===== config.mk =====
export PLATFORM = sky130hd
export DESIGN_NAME = fp_unpack_classify
export DESIGN_NICKNAME = d
export VERILOG_FILES = /design/src/rtl/fp_unpack_classify.sv
export SDC_FILE = /design/constraint.sdc
export NUM_CORES = 1
export LEC_CHECK = 0
export CORE_MARGIN = 2
export CORE_UTILIZATION = 25
export CTS_BUF_LIST = sky130_fd_sc_hd__clkbuf_4 sky130_fd_sc_hd__clkbuf_8
export DETAILED_ROUTE_END_ITERATION = 10
export PLACE_DENSITY_LB_ADDON = 0.08
export RECOVER_POWER = 50
export SYNTH_ARGS = -nofsm -noshare
export SYNTH_HDL_FRONTEND = slang
export SYNTH_SLANG_ARGS = --single-unit

===== constraint.sdc =====
create_clock -name clock -period 1.57 [get_ports clock]
set_input_delay 0.314 -clock clock [delete_from_list [all_inputs] [get_ports clock]]
set_output_delay 0.314 -clock clock [all_outputs]
set_load 0.02 [all_outputs]

===== src/rtl/fp_unpack_classify.sv =====
// Unpacks an IEEE-754 word into sign, unbiased exponent, normalized significand and class.
// Build option FP_UNPACK_FASTNORM_EN: normalize subnormals in one cycle (LZC + barrel shift) instead of 1 bit/cycle.
//
// state | meaning
// IDLE  | no result held, ready for a word
// NORM  | left-shifting a subnormal significand until the hidden bit is set (iterative build only)
// DONE  | result presented on out_*, held until out_ready
module fp_unpack_classify #(
    parameter int EXPONENT_BITS = 8,
    parameter int FRACTION_BITS = 23
) (
    input  logic                                     clock,
    input  logic                                     reset_n,
    input  logic                                     in_valid,
    output logic                                     in_ready,
    input  logic [EXPONENT_BITS+FRACTION_BITS:0]     in_bits,
    output logic                                     out_valid,
    input  logic                                     out_ready,
    output logic                                     out_sign,
    output logic signed [EXPONENT_BITS+1:0]          out_exponent,
    output logic [FRACTION_BITS:0]                   out_significand,
    output logic [2:0]                               out_class
);
    localparam int E    = EXPONENT_BITS;
    localparam int F    = FRACTION_BITS;
    localparam int XW   = E + 2;
    localparam int BIAS = 2**(E-1) - 1;

    localparam logic [2:0] CLS_ZERO      = 3'd0;
    localparam logic [2:0] CLS_SUBNORMAL = 3'd1;
    localparam logic [2:0] CLS_NORMAL    = 3'd2;
    localparam logic [2:0] CLS_INF       = 3'd3;
    localparam logic [2:0] CLS_QNAN      = 3'd4;
    localparam logic [2:0] CLS_SNAN      = 3'd5;

`ifdef FP_UNPACK_FASTNORM_EN
    typedef enum logic [1:0] {IDLE = 2'd0, DONE = 2'd2} state_t;
`else
    typedef enum logic [1:0] {IDLE = 2'd0, NORM = 2'd1, DONE = 2'd2} state_t;
`endif

    state_t state, state_nx, load_state;

    logic         in_sign;
    logic [E-1:0] in_exp;
    logic [F-1:0] in_frac;
    logic         exp_zero, exp_ones, frac_zero;
    logic         accept;

    logic [2:0]          dec_class;
    logic signed [XW-1:0] dec_exp;
    logic [F:0]          dec_sig;

    assign {in_sign, in_exp, in_frac} = in_bits;
    assign exp_zero  = (in_exp == '0);
    assign exp_ones  = &in_exp;
    assign frac_zero = (in_frac == '0);
    assign accept    = in_valid && in_ready;

`ifdef FP_UNPACK_FASTNORM_EN
    localparam int LZW = $clog2(F + 1);
    logic [LZW-1:0] lz;
    logic           lz_hit;

    always_comb begin
        lz     = '0;
        lz_hit = 1'b0;
        for (int i = F - 1; i >= 0; i--) begin
            if (!lz_hit) begin
                if (in_frac[i]) lz_hit = 1'b1;
                else            lz     = lz + LZW'(1);
            end
        end
    end

    assign load_state = DONE;
`else
    logic dec_norm;
    assign load_state = dec_norm ? NORM : DONE;
`endif

    always_comb begin
        dec_class = CLS_NORMAL;
        dec_sig   = {1'b1, in_frac};
        dec_exp   = XW'(int'(in_exp) - BIAS);
`ifndef FP_UNPACK_FASTNORM_EN
        dec_norm  = 1'b0;
`endif
        if (exp_zero && frac_zero) begin
            dec_class = CLS_ZERO;
            dec_sig   = '0;
            dec_exp   = '0;
        end else if (exp_zero) begin
            dec_class = CLS_SUBNORMAL;
`ifdef FP_UNPACK_FASTNORM_EN
            // Shift = leading zeros + 1 brings the top set bit into the hidden position.
            dec_sig   = {1'b0, in_frac} << (lz + LZW'(1));
            dec_exp   = XW'(-BIAS - int'(lz));
`else
            dec_sig   = {1'b0, in_frac};
            dec_exp   = XW'(1 - BIAS);
            dec_norm  = 1'b1;
`endif
        end else if (exp_ones) begin
            dec_exp = '0;
            if (frac_zero) begin
                dec_class = CLS_INF;
                dec_sig   = '0;
            end else begin
                dec_class = in_frac[F-1] ? CLS_QNAN : CLS_SNAN;
                dec_sig   = {1'b0, in_frac};
            end
        end
    end

    always_ff @(posedge clock or negedge reset_n) begin
        if (!reset_n) state <= IDLE;
        else          state <= state_nx;
    end

    always_comb begin
        state_nx = state;
        case (state)
            IDLE: if (accept) state_nx = load_state;
`ifndef FP_UNPACK_FASTNORM_EN
            // Leave after the shift that lands the top bit in the hidden position.
            NORM: if (out_significand[F-1]) state_nx = DONE;
`endif
            DONE: begin
                if (accept)         state_nx = load_state;
                else if (out_ready) state_nx = IDLE;
            end
            default: state_nx = IDLE;
        endcase
    end

    always_comb begin
        in_ready  = 1'b0;
        out_valid = 1'b0;
        case (state)
            IDLE: in_ready = 1'b1;
            DONE: begin
                out_valid = 1'b1;
                in_ready  = out_ready;
            end
            default: ;
        endcase
    end

    always_ff @(posedge clock or negedge reset_n) begin
        if (!reset_n) begin
            out_sign        <= 1'b0;
            out_exponent    <= '0;
            out_significand <= '0;
            out_class       <= CLS_ZERO;
        end else if (accept) begin
            out_sign        <= in_sign;
            out_exponent    <= dec_exp;
            out_significand <= dec_sig;
            out_class       <= dec_class;
`ifndef FP_UNPACK_FASTNORM_EN
        end else if (state == NORM) begin
            out_significand <= out_significand << 1;
            out_exponent    <= out_exponent - XW'(1);
`endif
        end
    end

endmodule


# After elaboration in Yosys (flattened, before gate mapping)
# Cells that the tools add are included.
[classes] addsub=2 multipliers=0 n_div=0 order_cmp=0 eq_ne=5 shift=0 muxes=26 bitwise_logic=0 n_reduce_logical=8
[ops] operator="$mux W24" count=5
[ops] operator="$mux W10" count=5
[ops] operator="$logic_not A23 Y1" count=1
[ops] operator="$mux W23" count=1
[ops] operator="$mux W3" count=4
[ops] operator="$mux W2" count=5
[ops] operator="$sub A10 B2 Y10 const B" count=1
[ops] operator="$sub A8 B7 Y9 const B" count=1
[ops] operator="$logic_not A8 Y1" count=1
[ops] operator="$reduce_and A8 Y1" count=1
[ops] operator="$pmux W2 S3" count=1
[ops] operator="$mux W1" count=4
[ops] operator="$ne A2 B2 Y1 const B" count=2
[ops] operator="$ne A3 B3 Y1 const B" count=1
[ops] operator="$reduce_and A3 Y1" count=1
[ops] operator="$eq A2 B1 Y1 const B" count=1
[ops] operator="$eq A2 B2 Y1 const B" count=1
[ops] operator="$logic_and A1 B1 Y1" count=2
[ops] operator="$logic_not A2 Y1" count=1
[ops] operator="$pmux W1 S2" count=1
[ops] operator="$reduce_bool A2 Y1" count=1
[word_totals] ff_bits=40 latch_bits=0 ramBits=0 mem_bits_ro=0 out_inout_bits=40 mem_count=0

# Depth between registers and ports, before layout
# Gate-level depths: netlist (run 1).
[depth] depth_word=6 mapped_depth=6 ltp_nobuf=6

# Worst setup path after synthesis (run 1)
# Ideal clock, no wire load.
[synth_path] kind="reg2reg" startpoint="register out_exponent[0]" endpoint="register out_exponent[6]" t_arrival_ns=1.728 required_ns=1.437 slack_ns=-0.291 path_stages_with_launch=7 n_path_buf=0 synth_period_minus_slack_ns=1.861 path_cell_list="dfrtp_1 > inv_1 > ha_1 > or4b_4 > or3_1 > xor2_1 > a21oi_2"
[synth_via] elab_chain_cells=3
[synth_lines] item="start: declaration" line="20" rtl="output logic signed [EXPONENT_BITS+1:0] out_exponent,"
[synth_lines] item="start signal: assignment" line="158" rtl="out_exponent <= dec_exp;"
[synth_lines] item="start signal: assignment" line="164" rtl="out_exponent <= out_exponent - XW'(1);"
[synth_lines] item="$sub A10 B2 Y10" line="164"
[synth_lines] item="$mux W10" line="162" rtl="end else if (state == NORM) begin"
[synth_lines] item="$mux W10" line="156" rtl="end else if (accept) begin"
# Every way passes these cells. The select of a mux whose other input is x is not followed.
# A chain may end at the register's enable or synchronous reset.

# Final worst setup path (run 1)
# Same ends and word-level chain as after synthesis.

==> results.tsv, run 1 <==
stage	metric	value	unit
routing	first_pass_iters	4	
clock_network	clock_sinks	40	
placement	portBuffers	75	
synth	syn_avg_cell_area	8.317	sq um
clock_network	clock_latency	280	ps
power	power_density	812.1	mW/mm^2
synth	ys_warn_count	0	
routing	wire_per_inst	14.38	microns
sta	hold_violations	0	
synth	synthSimpleGateAreaFrac	28.01	%
die	die-area	0.009445	sq mm
die	die_w	97.19	microns
critical_path	critPathLaunchType	flip-flop	
routing	via_per_inst	4.755	
synth	synth_ff_type	dfrtp_1	
sta	skew	9.287	ps
synth	syn_inst	261	
clock_network	cts_tree	yes	
cells_and_area	regArea	0.001005	sq mm
critical_path	required	1730	ps
routing	ant_nets	0	
power	p_sw_share	33.77	%
cells_and_area	nNetsFinal	439	
routing	drc	0	
sta	rsz0062_at_grt	yes	
sta	max_freq	0.5466	GHz
power	p_switching	1.042	mW
outcome	outcome	finished with violations	
cells_and_area	fillCellCount	824	
routing	num_vias	2406	
die	dieHeight	97.19	microns
synth	synth_fa_ha_area_share	1.729	%
clock_network	cts-root-buf	clkbuf_8	
synth	muxShareOfSynthArea	0	%
sta	fin_ws	-259.3	ps
global_routing	grt-ovfl-total	0	
die	ioPinCount	76	
placement	gp_congestion	0.8011	
clock_network	cts_buffers	5	
synth	syn_nets	300	
critical_path	critPathArrivalTime	1990	ps
placement	dpl.hpwl	5.438	mm
global_routing	grt.total_usage	15.62	%
clock_network	path_clk_slew	80	ps
critical_path	max_stage_delay	470	ps
synth	synthArstFlopShare	100.0	%
cells_and_area	antenna_cells	0	
clock_network	cts_max_level	2	
power	internal_power	2.043	mW
sta	slew_headroom	61.54	%
synth	synth_top_family_by_area	simple AND/OR/NAND/NOR gates	
die	fp-row-count	33	
die	core	0.008299	sq mm
global_routing	antenna_found_initial	0	
power	peakVddDrop	298.5	uV
routing	routed_wl	7.274	mm
critical_path	critPathMaxFanout	2	
sta	setup_viol	3	
sta	worst_pin_slew	576.9	ps
cells_and_area	layout-drive-gt1-share	28.68	%
sta	fin_crit_sh	116.5	%
routing	drt_first_iter_violations	77	
clock_network	clockBufferDepth	2	
global_routing	grt_pass1_wl	12.12	mm
synth	syn_area	0.002171	sq mm
global_routing	grt_pass1_vias	2410	
global_routing	grt_max_degree	41	
synth	synth_xor_area_share	2.421	%
power	pwr-share-comb	35.1	%
cells_and_area	multi_input_area	0.001277	sq mm
power	p_leak	1.726	nW
cells_and_area	area_growth	74.99	%
power	clkPwrFrac	23.3	%
synth	synth-edff-count	0	
run	max_cap_viol_count	0	
critical_path	cp_cell_sequence	inv_2 -> ha_4 -> or4b_4 -> or3_1 -> xor2_1 -> a21oi_2	
synth	synthDistinctLibCells	39	
sta	finalMaxSlewViolations	0	
critical_path	crit_type	reg2reg	
critical_path	endpoint_kind	flip-flop	
placement	place_area	0.003518	sq mm
synth	ys_seq_area_share	46.11	%
synth	synth-compound-area-share	18.67	%
outcome	violations	setup timing	
die	initial_core_util	26.16	%
sta	hold-worst-slack	348.4	ps
synth	ys_ff_latch	40	
hold_path	min_path_type	in2reg	
power	pwr-share-seq	41.6	%
sta	fin_crit	1829	ps
cells_and_area	final_area	0.003799	sq mm
critical_path	slowest_stage	or4b_4	
-- state kept, by name (all words and copies together) (netlist names) --
signal / flops
out_class: 3
out_exponent: 10
out_sign: 1
out_significand: 24
state: 2
-- path summary, 6_finish.rpt --
path                       cells past startpoint             from                 end  slack, ps
max                                            6  out_exponent[0]     out_exponent[6]       -260
min                                            3       in_bits[1]  out_significand[1]        350
max reg2reg                                    6  out_exponent[0]     out_exponent[6]       -260
min reg2reg                                    2         out_sign            out_sign        480
max in group asynchronous                      3          reset_n     out_exponent[1]        480
min in group asynchronous                      3          reset_n     out_exponent[2]        660
-- cells in the final DEF, fill, tap and decap left out, drive strengths merged, types with 3 or more instances in the layout --
| master | n |
|---|---|
| nand4 | 4 |
| a211oi | 3 |
| dlygate4sd2 | 43 |
| o21bai | 3 |
| nor3 | 6 |
| nor2 | 30 |
| xnor2 | 4 |
| buf | 69 |
| o22ai | 3 |
| dlymetal6s2s | 10 |
| clkdlybuf4s50 | 19 |
| nor2b | 5 |
| a21oi | 12 |
| dfrtp | 40 |
| a31oi | 23 |
| clkbuf | 7 |
| nand2b | 3 |
| ha | 3 |
| nand2 | 58 |
| or3 | 3 |
| inv | 5 |
| o21ai | 9 |
| nand3 | 10 |
| nor4 | 7 |
-- per-stage QoR --
step,cells,TNS (ps),utilization (%),worst slack (ps),power (mW)
global placement,492,-9340,42.39,-536.8,2.448
finish,506,-439.5,45.77,-259.3,3.085
global route,506,-665.3,45.77,-311.5,3.288
detailed placement,492,-9994,42.39,-587.5,2.446
floorplan,261,-283.4,-,-238.4,1.761
CTS,504,-557.2,44.26,-274.2,3.108
-- worst max-delay path, delay by kind of cell (launching register included) --
kind,cells,cell delay (ps)
AND/OR/NAND/NOR,2,800
buffers and inverters,1,80
adder cells (fa/ha/maj),1,140
AO/OA/AOI/OAI,1,80
flip-flops,1,410
XOR/XNOR,1,200
-- synthesized netlist by cell type (all sizes together), types with 2 or more instances --
cell | instances | area, sq um
o21a | 2 | 15.01
clkbuf | 6 | 22.52
xor2 | 2 | 17.52
nor2b | 5 | 31.28
ha | 3 | 37.54
o22ai | 3 | 18.77
a31o | 2 | 17.52
a31oi | 23 | 143.9
a211oi | 3 | 27.52
o21ai | 9 | 45.04
nor4 | 7 | 50.05
nand3 | 10 | 50.05
nand2b | 3 | 18.77
xnor2 | 4 | 35.03
nor2 | 30 | 112.6
or3 | 3 | 18.77
nand4 | 4 | 25.02
nor3b | 2 | 15.01
nor3 | 6 | 30.03
nand2 | 58 | 217.7
a21oi | 12 | 63.81
o21bai | 3 | 22.52
buf | 6 | 25.02
and4 | 2 | 17.52
inv | 5 | 18.77
dfrtp | 40 | 1001
-- power groups by stage --
stage | sequential, mW | clock (mW) | combinational (mW)
2_1_floorplan | 1.48 | 0 | 0.277
3_3_place_gp | 1.31 | 0 | 1.14
3_5_place_dp | 1.30 | 0 | 1.14
4_1_cts | 1.28 | 0.758 | 1.07
5_1_grt | 1.31 | 0.798 | 1.18
6_report | 1.28 | 0.719 | 1.08
-- what timing repair did --
action	in CTS	in global routing
gates resized for setup	65	31
pin swaps	9	11
buffers inserted	3	2
endpoints found under the hold margin	32	0
setup endpoints to repair	56	38
hold buffers	1	0
-- logic make-up after synthesis --
family,after synthesis
AOI/OAI and AO/OA,63
and+or+nand+nor,132
buffers and inverters,17
adders and majority gates,3
DFF,40
xor gates and xnor gates,6
-- area by class of cell --
class	instances	share of cell area [%]
tap	105	3.459
sequential	40	26.45
timing repair buffer	144	33.40
clock inverter	2	0.3953
multi-input combinational	204	33.63
clock buffer	6	2.174
inverter	5	0.4941
-- layer usage --
metal / vias to the layer above / wire [microns] / share of wire (%) / GRT usage [%]
li1: 1207 / - / - / -
met1: 1129 / 3387 / 47 / 21.43
met2: 62 / 3445 / 47 / 25.37
met3: 8 / 343 / 4.7 / 3.237
met4: 0 / 98 / 1.3 / 3.575
met5: - / 0 / 0 / 0
Power figures use the tool's default switching activity.
==> run 2, diff against run 1 <==
--- a/config.mk
+++ b/config.mk
@@ -5,12 +5,14 @@
 export SDC_FILE = /design/constraint.sdc
 export NUM_CORES = 1
 export LEC_CHECK = 0
+export ABC_AREA = 0
 export CORE_MARGIN = 2
 export CORE_UTILIZATION = 25
 export CTS_BUF_LIST = sky130_fd_sc_hd__clkbuf_4 sky130_fd_sc_hd__clkbuf_8
 export DETAILED_ROUTE_END_ITERATION = 10
 export PLACE_DENSITY_LB_ADDON = 0.08
 export RECOVER_POWER = 50
+export SETUP_SLACK_MARGIN = 0.1
 export SYNTH_ARGS = -nofsm -noshare
 export SYNTH_HDL_FRONTEND = slang
 export SYNTH_SLANG_ARGS = --single-unit
==> results.tsv, run 2 (synthesis results as in run 1) <==
stage	metric	value	unit	change
cells_and_area	final_area	0.003914	sq mm	was 0.003799 sq mm
power	power_density	811.4	mW/mm^2	was 812.1 mW/mm^2
sta	fin_crit_sh	116.0	%	was 116.5%
die	core	0.008299	sq mm	unchanged
placement	preCtsSetupSlack	-541.8	ps	was -587.5 ps
cells_and_area	nNetsFinal	445		was 439
die	initial_core_util	26.16	%	unchanged
cells_and_area	multi_input_area	0.001395	sq mm	was 0.001277 sq mm
clock_network	path_clk_slew	90	ps	was 80 ps
placement	place_area	0.003473	sq mm	was 0.003518 sq mm
routing	via_per_inst	4.840		was 4.755
critical_path	critPathArrivalTime	2060	ps	was 1990 ps
critical_path	rr_endpoint	out_exponent[6]		unchanged
outcome	violations	setup timing		unchanged
routing	drt_first_iter_violations	84		was 77
sta	fin_ws	-251.0	ps	was -259.3 ps
clock_network	clock_latency	300	ps	was 280 ps
critical_path	critPathMaxFanout	3		was 2
outcome	outcome	finished with violations		unchanged
critical_path	crit_type	reg2reg		unchanged
sta	slew_headroom	60.80	%	was 61.54%
power	p_leak	1.791	nW	was 1.726 nW
routing	num_vias	2488		was 2406
critical_path	r2r_slack	-250	ps	was -260 ps
global_routing	grt_max_degree	41		unchanged
placement	portBuffers	75		unchanged
hold_path	min_path_type	in2reg		unchanged
global_routing	grt_pass1_wl	12.71	mm	was 12.12 mm
cells_and_area	area_growth	80.29	%	was 74.99%
critical_path	reg2reg_from	out_exponent[0]		unchanged
critical_path	required	1810	ps	was 1730 ps
clock_network	cts_tree	yes		unchanged
cells_and_area	final_common_cell	buf_4		unchanged
die	die-area	0.009445	sq mm	unchanged
sta	finalSetupTns	-372.3	ps	was -439.5 ps
global_routing	grt_pass1_vias	2528		was 2410
die	die_w	97.19	microns	unchanged
cells_and_area	largest_reg_flops	24		unchanged
critical_path	r2r_cells	6		unchanged
power	peakVddDrop	407.1	uV	was 298.5 uV
clock_network	clockBufferDepth	2		unchanged
sta	setup_viol	3		unchanged
cells_and_area	final_cell_mix	61 x buf_4, 55 x nand2_1, 41 x dlygate4sd2_1		was 60 x buf_4, 56 x nand2_1, 43 x dlygate4sd2_1
global_routing	antenna_found_initial	2		was 0
die	ioPinCount	76		unchanged
run	max_cap_viol_count	0		unchanged
die	dieHeight	97.19	microns	unchanged
clock_network	clock_sinks	40		unchanged
cells_and_area	reg_top3	out_significand (24), out_exponent (10), out_class (3)		unchanged
placement	gp_congestion	0.8744		was 0.8011
die	fp-row-count	33		unchanged
global_routing	grt.total_usage	16.55	%	was 15.62%
sta	worst_pin_slew	587.9	ps	was 576.9 ps
critical_path	critPathLaunchType	flip-flop		unchanged
routing	wire_per_inst	15.18	microns	was 14.38 microns
critical_path	critical_path.endpoint	out_exponent[6]		unchanged
sta	max_freq	0.5492	GHz	was 0.5466 GHz
sta	hold-worst-slack	275.6	ps	was 348.4 ps
cells_and_area	fillCellCount	834		was 824
sta	finalMaxSlewViolations	0		unchanged
routing	first_pass_iters	4		unchanged
placement	dpl.hpwl	5.472	mm	was 5.438 mm
routing	ant_nets	0		unchanged
critical_path	cp-startpoint	out_exponent[0]		unchanged
global_routing	grt-ovfl-total	0		unchanged
sta	hold_violations	0		unchanged
routing	drc	0		unchanged
clock_network	cts-root-buf	clkbuf_8		unchanged
sta	skew	3.675	ps	was 9.287 ps
cells_and_area	regArea	0.001005	sq mm	unchanged
cells_and_area	layout-drive-gt1-share	38.33	%	was 28.68%
routing	routed_wl	7.802	mm	was 7.274 mm
clock_network	cts_max_level	2		unchanged
clock_network	cts_buffers	5		unchanged
sta	rsz0062_at_grt	yes		unchanged
cells_and_area	top_register	out_significand		unchanged
sta	fin_crit	1821	ps	was 1829 ps
critical_path	endpoint_kind	flip-flop		unchanged
==> run 2: worst min path at each step <==
stage	start	endpoint	slack [ps]	depth (start not counted)
4_1_cts	in_bits[1]	out_significand[1]	440	3
3_3_place_gp	reset_n	out_exponent[2]	310	2
6_report	in_bits[0]	out_significand[0]	280	3
2_1_floorplan	reset_n	out_class[0]	20	0
5_1_grt	in_bits[0]	out_significand[0]	310	3
3_5_place_dp	reset_n	out_exponent[2]	310	2
==> run 2: report_power, final <==
group,switching [mW],internal [mW],total [mW]
logic,0.600,0.530,1.13
clock network,0.402,0.353,0.755
registers,0.119,1.17,1.29
total,1.12,2.06,3.18
==> run 2: final cells by class <==
class,count,share of cell area (%)
Timing Repair Buffer,150,32.35
Clock inverter,1,0.2238
Multi-Input combinational cell,204,35.65
Inverter,5,0.4795
Clock buffer,7,2.142
Antenna cell,2,0.1279
Sequential cell,40,25.67
Tap cell,105,3.357
==> run 2: per-layer routing <==
metal	wire length (microns)	vias up	global-route usage, %
met5	0	-	0
met4	54	0	3.359
met3	385	5	4.532
met2	3796	54	27.94
met1	3566	1207	21.32
li1	-	1222	-
==> run 2: worst max-delay path, cell delays in order, from the launching register on <==
cell     delay (ps)
dfrtp_2         410
inv_2            80
ha_4            130
or4b_4          480
or3_4           350
xor2_2          180
a21oi_2         120
==> run 2: repair_timing <==
item                                    CTS  global route
buffers inserted                         16             4
hold endpoints to repair                 40             0
pin swaps                                27            23
resized for setup                       113            73
endpoints found under the setup margin   56            41
hold buffers                              1             0
cloned                                    0             0
==> run 2: through the flow <==
stage / utilization [%] / instances / power (mW)
floorplan: - / 261 / 1.764
global placement: 41.85 / 483 / 2.428
detailed placement: 41.85 / 483 / 2.435
CTS: 45.44 / 508 / 3.150
global route: 47.16 / 514 / 3.354
finish: 47.16 / 514 / 3.176
==> patch (settings of run 2) <==
Re-encode `state_t` (3 states) as one-hot, 3 bits wide.
--- a/src/rtl/fp_unpack_classify.sv
+++ b/src/rtl/fp_unpack_classify.sv
@@ -38,3 +38,3 @@
 `else
-    typedef enum logic [1:0] {IDLE = 2'd0, NORM = 2'd1, DONE = 2'd2} state_t;
+    typedef enum logic [2:0] {IDLE = 3'b001, NORM = 3'b010, DONE = 3'b100} state_t;
 `endif
Formal check against the unedited RTL: no difference found for any inputs over 10 cycles, from zero or initial values and one cycle with reset_n low; not proved beyond that.
==> patch against run 2 <==
Fmax increased by 11%. Wire length is 1.3% lower. Final area up 8.9%. Utilization up 4.4 points. Setup slack better by 0.18 ns. Non-clock buffer count increased by 8. Critical endpoint is now out_exponent[4]. Sequential share of layout area fell by 1.4 points. Sequential cell count increased by 1. Area after synthesis fell by 1.8%. Clock skew grew 0.0042 ns. The run still ends with setup timing left.
Power is not compared: it rests on default switching activity, and its combinational part moved more than twofold at a synthesized area within 25%.
==> patch: results (changes against run 2) <==
status=finished, violations left; failing checks=setup timing; clk root buf=clkbuf_8; Crit. Startpoint=state[0]; predominant post-synthesis flop cell=dfrtp_1; placed cell areas=3500 um^2 (+0.68%); Synth cell types=43 (+10%); Register-to-Register Path Depth=7 (+1); Hold Path Stages=3 (unchanged); fillcell total=818 (-1.9%); crit-path max FO=4 (+1); length of routed met3 wiring=360 um (-6.5%); sequential power=0.00206 W; Worst-Margin Slew=0.515 ns (-0.0734 ns); worst slack, placed=-0.522 ns (+0.0194 ns); share of cells above drive strength 1=43.9% (+5.6 points); largest net degree at the start of global routing=19 (-54%); met2 Use GR=28.1% (+0.13 points); wirelength, routed=7700 um (-1.3%); critical path's largest stage delay=0.54 ns (+0.06 ns); Port Buffers=75 (unchanged); Iter 0 DRT Violations=52 (-38%); Layout Skew=0.00784 ns (+0.00416 ns); Slowest cell on crit path=dfstp_2; Mapped Nets=281 (-6.3%); switching power=0.00314 W; Hold WC Path Type=primary input to flip-flop; sequential-to-total area share from yosys stat=48.2% (+2.1 points); met1 track demand over resource=22.8% (+1.5 points); met2 wire len=3690 um (-2.8%); Met1 Wirelength=3590 um (+0.79%); Peak VDD IR=0.655 mV; Data arrival, critical path=1.82 ns (-0.24 ns); top flop regs=out_significand (24), out_exponent (10); nets@finish=434 (-2.5%); Hold Path End=out_significand[0]; R2R Path End=out_exponent[4]; largest cells by area after synthesis=dfrtp_1 47%, nor2_1 9.7%, o22ai_1 7.0%; GPL Wtd Cong=0.815 (-6.8%); M3 GR Usage=4.07% (-0.46 points); Total GRT Usage=17.1% (+0.56 points); final setup margin=-0.0747 ns (+0.176 ns); Post-synth top cells=55 x nor2_1, 40 x dfrtp_1, 24 x o22ai_1; Post-DP HPWL=5350 um (-2.2%); DR vias=2372 (-4.7%); Setup Viol. Count Final=33 (+30); Min-Delay Startpoint=in_bits[0]; # diodes=0 (-2); initial antenna violation count=0 (-2); first-pass GRT wire length=12200 um (-3.7%)
[patch: cell count changes after synthesis, sizes merged, moves of 3 or more]
| cell | run 2 | this run |
|---|---|---|
| xnor2 | 4 | 10 |
| a31oi | 23 | 2 |
| nor2 | 30 | 55 |
| nor2b | 5 | 1 |
| o22ai | 3 | 24 |
| o21bai | 3 | 0 |
| inv | 5 | 8 |
| nand2 | 58 | 18 |
| a21oi | 12 | 6 |
[patch: timing repair]
action	in CTS	in global routing
pin swaps	16	28
hold endpoints to repair	15	0
gates cloned	3	0
resized for setup	144	70
hold buffers	1	0
setup buffers	10	8
setup endpoints to repair	79	48
[patch: critical path: cells and delay by family, from the launching register on]
family | cells | cell delay (ns)
compound gates | 3 | 0.58
buf+inv | 2 | 0.23
flops | 1 | 0.54
simple gates | 2 | 0.20
[patch: area by class of cell]
class / count / area, um^2 / area share (%)
clock buffers: 6 / 76.3 / 1.79
clock inverters: 2 / 10.0 / 0.235
flip-flops and latches: 41 / 1030 / 24.2
well taps: 105 / 131 / 3.08
multi-input cells: 181 / 1470 / 34.4
inverters: 8 / 32.5 / 0.764
repair buffers: 158 / 1510 / 35.5
[patch: stage by stage]
stage / hold slack, ns / setup TNS, ns / cells / power, W
after global placement: 0.301 / -14.07 / 472 / 0.00561
after floorplan: 0.0184 / 0 / 242 / 0.00370
after detailed placement: 0.295 / -14.90 / 472 / 0.00562
final: 0.289 / -1.45 / 501 / 0.00727
after CTS: 0.457 / -1.44 / 494 / 0.00683
after global routing: 0.299 / -4.40 / 501 / 0.00775
[patch: cell families (layout without fill, tap and decap cells)]
logic type,Yosys count,after routing,share of synthesized area (%)
flops,41,41,48.2
fa+ha+maj,3,3,1.76
compound gates,57,57,17.4
simple gates,110,110,24.2
xor+xnor,10,10,4.11
buf+inv,20,174,3.93
mux,1,1,0.470
